<file path="src/rtl/tv80_blkseq_pkg.sv">
// Shared encodings for the block-instruction write-port sequencer:
// FSM states, operation modes and register-pair indices.
package tv80_blkseq_pkg;

    typedef enum logic [2:0] {
        ST_IDLE = 3'd0,
        ST_HL   = 3'd1,
        ST_DE   = 3'd2,
        ST_BC   = 3'd3,
        ST_B    = 3'd4
    } state_e;

    typedef enum logic [1:0] {
        MODE_LDX = 2'b00,
        MODE_CPX = 2'b01,
        MODE_IOX = 2'b10,
        MODE_RSV = 2'b11
    } mode_e;

    localparam logic [1:0] PAIR_BC = 2'd0;
    localparam logic [1:0] PAIR_DE = 2'd1;
    localparam logic [1:0] PAIR_HL = 2'd2;

    // Pair index in the low bits, bank select forced onto alt_bit.
    function automatic logic [2:0] pair_addr(input logic [1:0] pair,
                                             input logic       alt,
                                             input int         alt_bit);
        logic [2:0] a;
        a          = {1'b0, pair};
        a[alt_bit] = alt;
        return a;
    endfunction

endpackage

</file>
<file path="src/rtl/tv80_pair_incdec.sv">
// Combinational 16-bit +/-1 unit; byte_only adjusts the high byte alone
// and passes the low byte through. Zero flags reflect the result.
module tv80_pair_incdec (
    input  logic [15:0] din_i,
    input  logic        dec_i,
    input  logic        byte_only_i,
    output logic [15:0] dout_o,
    output logic        zero16_o,
    output logic        zero8_o
);

    logic [15:0] sum16;
    logic [7:0]  sum8;

    always_comb begin
        sum16 = din_i + (dec_i ? 16'hFFFF : 16'h0001);
        sum8  = din_i[15:8] + (dec_i ? 8'hFF : 8'h01);
        dout_o = byte_only_i ? {sum8, din_i[7:0]} : sum16;
    end

    assign zero16_o = (dout_o == 16'h0000);
    assign zero8_o  = (dout_o[15:8] == 8'h00);

endmodule

</file>
<file path="src/rtl/tv80_blkseq.sv">
// Port-A write sequencer for Z80 block instructions: passes core writes through
// while idle and performs HL/DE/BC/B read-modify-writes while busy.
module tv80_blkseq
    import tv80_blkseq_pkg::*;
#(
    parameter int ALT_BIT = 2
) (
    input  logic       clk,
    input  logic       reset_n,
    input  logic       cen,
    input  logic       start,
    input  logic [1:0] mode,
    input  logic       dir,
    input  logic       alt,
    input  logic [2:0] core_addr_a,
    input  logic [7:0] core_dih,
    input  logic [7:0] core_dil,
    input  logic       core_weh,
    input  logic       core_wel,
    input  logic [7:0] doah,
    input  logic [7:0] doal,
    output logic [2:0] rf_addr_a,
    output logic [7:0] rf_dih,
    output logic [7:0] rf_dil,
    output logic       rf_weh,
    output logic       rf_wel,
    output logic       busy,
    output logic       done,
    output logic       bc_zero,
    output logic       b_zero
);

    state_e state_q;
    mode_e  mode_q;
    logic   dir_q, alt_q;
    logic   done_q, bc_zero_q, b_zero_q;

    logic [1:0]  pair_sel;
    logic        dec_sel, byte_sel;
    logic [15:0] upd;
    logic        upd_z16, upd_z8;

    // Per-state operand selection for the shared +/-1 unit.
    always_comb begin
        pair_sel = PAIR_HL;
        dec_sel  = dir_q;
        byte_sel = 1'b0;
        case (state_q)
            ST_HL: pair_sel = PAIR_HL;
            ST_DE: pair_sel = PAIR_DE;
            ST_BC: begin
                pair_sel = PAIR_BC;
                dec_sel  = 1'b1;
            end
            ST_B: begin
                pair_sel = PAIR_BC;
                dec_sel  = 1'b1;
                byte_sel = 1'b1;
            end
            default: ;
        endcase
    end

    tv80_pair_incdec u_incdec (
        .din_i       ({doah, doal}),
        .dec_i       (dec_sel),
        .byte_only_i (byte_sel),
        .dout_o      (upd),
        .zero16_o    (upd_z16),
        .zero8_o     (upd_z8)
    );

    always_ff @(posedge clk or negedge reset_n) begin
        if (!reset_n) begin
            state_q   <= ST_IDLE;
            mode_q    <= MODE_LDX;
            dir_q     <= 1'b0;
            alt_q     <= 1'b0;
            done_q    <= 1'b0;
            bc_zero_q <= 1'b0;
            b_zero_q  <= 1'b0;
        end else if (cen) begin
            done_q <= 1'b0;
            case (state_q)
                ST_IDLE: begin
                    if (start) begin
                        mode_q <= mode_e'(mode);
                        dir_q  <= dir;
                        alt_q  <= alt;
                        // Reserved mode completes immediately with no writes.
                        if (mode_e'(mode) == MODE_RSV) done_q  <= 1'b1;
                        else                           state_q <= ST_HL;
                    end
                end
                ST_HL: begin
                    case (mode_q)
                        MODE_LDX: state_q <= ST_DE;
                        MODE_CPX: state_q <= ST_BC;
                        MODE_IOX: state_q <= ST_B;
                        default: begin
                            state_q <= ST_IDLE;
                            done_q  <= 1'b1;
                        end
                    endcase
                end
                ST_DE: state_q <= ST_BC;
                ST_BC: begin
                    state_q   <= ST_IDLE;
                    done_q    <= 1'b1;
                    bc_zero_q <= upd_z16;
                end
                ST_B: begin
                    state_q  <= ST_IDLE;
                    done_q   <= 1'b1;
                    b_zero_q <= upd_z8;
                end
                default: state_q <= ST_IDLE;
            endcase
        end
    end

    assign busy = (state_q != ST_IDLE);

    always_comb begin
        rf_addr_a = core_addr_a;
        rf_dih    = core_dih;
        rf_dil    = core_dil;
        rf_weh    = core_weh;
        rf_wel    = core_wel;
        if (busy) begin
            rf_addr_a = pair_addr(pair_sel, alt_q, ALT_BIT);
            rf_dih    = upd[15:8];
            rf_dil    = upd[7:0];
            rf_weh    = 1'b1;
            rf_wel    = ~byte_sel;
        end
    end

    assign done    = done_q;
    assign bc_zero = bc_zero_q;
    assign b_zero  = b_zero_q;

endmodule

</file>
<file path="config.mk">
export PLATFORM = sky130hd
export DESIGN_NAME = tv80_blkseq
export DESIGN_NICKNAME = d
export VERILOG_FILES = /design/src/rtl/tv80_blkseq_pkg.sv /design/src/rtl/tv80_pair_incdec.sv /design/src/rtl/tv80_blkseq.sv
export SDC_FILE = /design/constraint.sdc
export NUM_CORES = 1
export LEC_CHECK = 0
export ABC_AREA = 0
export ABC_CLOCK_PERIOD_IN_PS = 5100
export BUFFER_PORTS_ARGS = -buffer_cell sky130_fd_sc_hd__buf_4
export CELL_PAD_IN_SITES_DETAIL_PLACEMENT = 0
export CELL_PAD_IN_SITES_GLOBAL_PLACEMENT = 1
export CORE_MARGIN = 8
export CORE_UTILIZATION = 34
export CTS_CLUSTER_SIZE = 12
export DETAILED_ROUTE_END_ITERATION = 8
export GPL_TIMING_DRIVEN = 0
export PLACE_DENSITY_LB_ADDON = 0.25
export SLEW_MARGIN = 5
export SYNTH_ARGS = -nofsm -noshare
export SYNTH_HDL_FRONTEND = slang
export SYNTH_SLANG_ARGS = --single-unit
</file>
<file path="constraint.sdc">
create_clock -name clk -period 5.1 [get_ports clk]
set_clock_uncertainty 0.15 [all_clocks]
set_input_delay 1.02 -clock clk [delete_from_list [all_inputs] [get_ports clk]]
set_output_delay 1.02 -clock clk [all_outputs]
set_load 0.005 [all_outputs]
</file>
==> impl_metrics.xml <==
<?xml version="1.0" encoding="UTF-8"?>
<metrics>
  <group name="status">
    <metric name="run_status" unit="">completed</metric>
  </group>
  <group name="clock_tree">
    <metric name="clk_latency" unit="ps">230</metric>
    <metric name="clock_sink_count" unit="">10</metric>
    <metric name="clkTransAtPathRegs" unit="ps">50</metric>
    <metric name="postCtsSetupRepairBufs" unit="">0</metric>
    <metric name="clk_root_buffer_cell" unit="">clkbuf_8</metric>
    <metric name="cts_hold_repair.buffers" unit="">0</metric>
    <metric name="tritoncts.num_buffers" unit="">3</metric>
    <metric name="clk_path_buf_depth" unit="">2</metric>
    <metric name="tritoncts_clock_tree" unit="">done</metric>
    <metric name="clock_tree.htree_level_count" unit="">1</metric>
  </group>
  <group name="critical_path">
    <metric name="worst_setup_path_end_kind" unit="">output port</metric>
    <metric name="critPathSlowestCell" unit="">a2111oi_4</metric>
    <metric name="critical_path.cell_chain" unit="">buf_6 &gt; nor2b_1 &gt; a211oi_2 &gt; inv_4 &gt; ha_1 &gt; clkbuf_1 &gt; a21oi_1 &gt; nand2_1 &gt; a2111oi_4 &gt; a21boi_0 &gt; o21a_1 &gt; o31ai_1 &gt; buf_4</metric>
    <metric name="cpPeakStageDelay" unit="ps">420</metric>
    <metric name="crit_family" unit="">compound AO/OA/AOI/OAI gates</metric>
    <metric name="start_kind" unit="">flip-flop</metric>
    <metric name="data_arrival_at_the_endpoint_of_the_critical_path" unit="ps">3600</metric>
    <metric name="max_fo_critical_path" unit="">17</metric>
    <metric name="worstPathRequired" unit="ps">3930</metric>
    <metric name="criticalPathCategory" unit="">flip-flop to output port</metric>
    <metric name="path_buf_inv" unit="">4</metric>
  </group>
  <group name="logic_synthesis">
    <metric name="synth_sequential_area_ratio" unit="%">14.2</metric>
    <metric name="synth_edf_count" unit="">0</metric>
    <metric name="synthDominantCellAreaShare" unit="%">14.2</metric>
    <metric name="synthesis.area" unit="mm²">0.00177</metric>
    <metric name="yosysTopAreaCell" unit="">dfrtp_1</metric>
    <metric name="ys_ff_latch" unit="">10</metric>
    <metric name="synth_area_leaders" unit="">dfrtp_1, ha_1, a21oi_1</metric>
    <metric name="ys_flop_type" unit="">dfrtp_1</metric>
    <metric name="ys_async_sr_fraction" unit="%">100</metric>
    <metric name="syn-num-nets" unit="">310</metric>
    <metric name="synth-warning-count" unit="">0</metric>
    <metric name="syn_inst" unit="">248</metric>
    <metric name="distinct_cells_synth" unit="">48</metric>
    <metric name="synth_area_per_cell" unit="µm²">7.12</metric>
  </group>
  <group name="floorplan">
    <metric name="design.die.area" unit="mm²">0.00775</metric>
    <metric name="core_area" unit="mm²">0.00507</metric>
    <metric name="design.portCount" unit="">70</metric>
    <metric name="floorplan.initialDensity" unit="%">34.8</metric>
    <metric name="placementRows" unit="">26</metric>
    <metric name="die_height" unit="µm">88.1</metric>
    <metric name="die_x" unit="µm">88.1</metric>
  </group>
  <group name="drt">
    <metric name="wl_met2" unit="µm">2720</metric>
    <metric name="detail_route.first_pass.iterations" unit="">4</metric>
    <metric name="totalWireLength" unit="µm">6050</metric>
    <metric name="avgRoutedWirePerCell" unit="µm">15.5</metric>
    <metric name="first_iter_violations" unit="">85</metric>
    <metric name="vias" unit="">2122</metric>
    <metric name="drc" unit="">0</metric>
    <metric name="met3_length" unit="µm">479</metric>
    <metric name="highest_layer" unit="">met4</metric>
    <metric name="postRouteAntennaNets" unit="">0</metric>
    <metric name="wl_met1" unit="µm">2810</metric>
    <metric name="vias_per_cell" unit="">5.43</metric>
  </group>
  <group name="timing">
    <metric name="setup_viol" unit="">0</metric>
    <metric name="final_critical_path_setup_slack" unit="ps">328</metric>
    <metric name="period_share" unit="%">93.6</metric>
    <metric name="worstMarginPinSlew" unit="ps">584</metric>
    <metric name="fin_worst_hold_slack" unit="ps">367</metric>
    <metric name="maxSlewViolCount" unit="">0</metric>
    <metric name="grt_setup_unrepaired" unit="">no</metric>
    <metric name="setup-tns-final" unit="ps">0</metric>
    <metric name="final_period_minus_worst_setup_slack" unit="ps">4770</metric>
    <metric name="timing.fmax" unit="GHz">0.210</metric>
    <metric name="max-slew-margin-rel" unit="%">60.8</metric>
    <metric name="report.final.hold_viol_count" unit="">0</metric>
  </group>
  <group name="cells_and_area">
    <metric name="filler_cell_count" unit="">548</metric>
    <metric name="layout-drive-gt1-share" unit="%">28.0</metric>
    <metric name="synthToLayoutAreaGrowth" unit="%">38.9</metric>
    <metric name="antenna_diode_count" unit="">0</metric>
    <metric name="design.final.nets" unit="">384</metric>
    <metric name="final_core_util" unit="%">48.3</metric>
    <metric name="mostFrequentLayoutCells" unit="">buf_4, nand2_1, a21oi_1</metric>
    <metric name="layout_commonest_cell" unit="">buf_4</metric>
  </group>
  <group name="place">
    <metric name="port-buffer-count" unit="">69</metric>
    <metric name="routabilityCongestion" unit="">0.891</metric>
    <metric name="placement.setup.worst_slack" unit="ps">109</metric>
    <metric name="detailed_place_hpwl" unit="µm">4970</metric>
  </group>
  <group name="global_routing">
    <metric name="grt_first_pass_wirelength" unit="µm">9710</metric>
    <metric name="overflow" unit="">0</metric>
    <metric name="groute.usage.overall" unit="%">15.3</metric>
    <metric name="antenna_found_initial" unit="">0</metric>
    <metric name="maximum_number_of_pins_on_one_net_before_global_route_repair" unit="">18</metric>
    <metric name="vias_in_the_first_global_route" unit="">2035</metric>
  </group>
  <group name="hold_path">
    <metric name="min-delay-path-class" unit="">flip-flop to flip-flop</metric>
  </group>
  <group name="power">
    <metric name="p_leak" unit="nW">1.14</metric>
    <metric name="power_density" unit="mW/mm²">745</metric>
    <metric name="vdd_drop_max" unit="V">0.000336</metric>
  </group>
  <group name="flow_run">
    <metric name="max_cap_viol_count" unit="">0</metric>
  </group>
</metrics>
[path summary, 6_finish.rpt]
kind | from | endpoint | slack, ps | cells past startpoint
setup / recovery | state_q[0] | rf_dih[7] | 330 | 13
hold / removal | b_zero | b_zero | 370 | 2
setup reg to reg | state_q[0] | b_zero | 1370 | 13
hold reg to reg | b_zero | b_zero | 370 | 2
max in group asynchronous | reset_n | dir_q | 4200 | 1
min in group asynchronous | reset_n | state_q[2] | 460 | 1
[metrics by stage]
stage	area, µm²	power [mW]	std cells
final	2450	1.83	391
after global routing	2450	2.01	391
after CTS	2430	1.80	391
after detailed placement	2370	1.69	387
after global placement	2370	1.69	387
after floorplan	1770	1.14	248
[per-layer routing]
layer	vias up	global-route usage, %
met5	-	0
met4	0	2.15
met3	2	3.56
met2	72	25.2
met1	976	20.1
li1	1072	-
[synthesized netlist by cell type, types with 6 or more instances]
cell       n
a211oi_1   7
a21o_1     6
a21oi_1   27
clkbuf_1   9
dfrtp_1   10
ha_1      15
inv_1      6
mux2_2     6
nand2_1   34
nand3_1    7
nor2_1    21
nor3_1     9
o21ai_0   15
xnor2_1    6
[flip-flops by register name, summed over array words and instances (netlist names)]
| signal | flops |
|---|---|
| alt_q | 1 |
| b_zero | 1 |
| bc_zero | 1 |
| dir_q | 1 |
| done | 1 |
| mode_q | 2 |
| state_q | 3 |
[tightest hold or removal path, stage by stage (launching register included)]
cell and delay (ps):
dfrtp_1 370, nand2_1 60, o31ai_1 60
[logic make-up after synthesis]
family	count (synthesis)	synth area share [%]
XOR/XNOR	9	4.47
buffers and inverters	19	5.17
multiplexers	9	5.53
AO/OA/AOI/OAI	88	31.9
AND/OR/NAND/NOR	96	25.9
adder cells (fa/ha/maj)	17	12.9
flip-flops	10	14.2
[cell type report]
cell class | count | area (µm²) | share of cell area (%)
buffer | 13 | 68.8 | 2.81
timing repair buffer | 69 | 518 | 21.1
clock buffer | 4 | 55.1 | 2.24
sequential | 10 | 250 | 10.2
inverter | 6 | 25.0 | 1.02
multi-input combinational | 219 | 1450 | 59.0
tap | 70 | 87.6 | 3.57
[timing repair]
action,in CTS,in global routing
setup endpoints to repair,2,2
resized for setup,1,5
pin swaps,0,1
[power by group]
part           internal [mW]  switching [mW]
Combinational          0.710           0.879
Sequential             0.108          0.0307
Clock                 0.0678          0.0302
Total                  0.886           0.940
(Power assumes the default switching activity.)
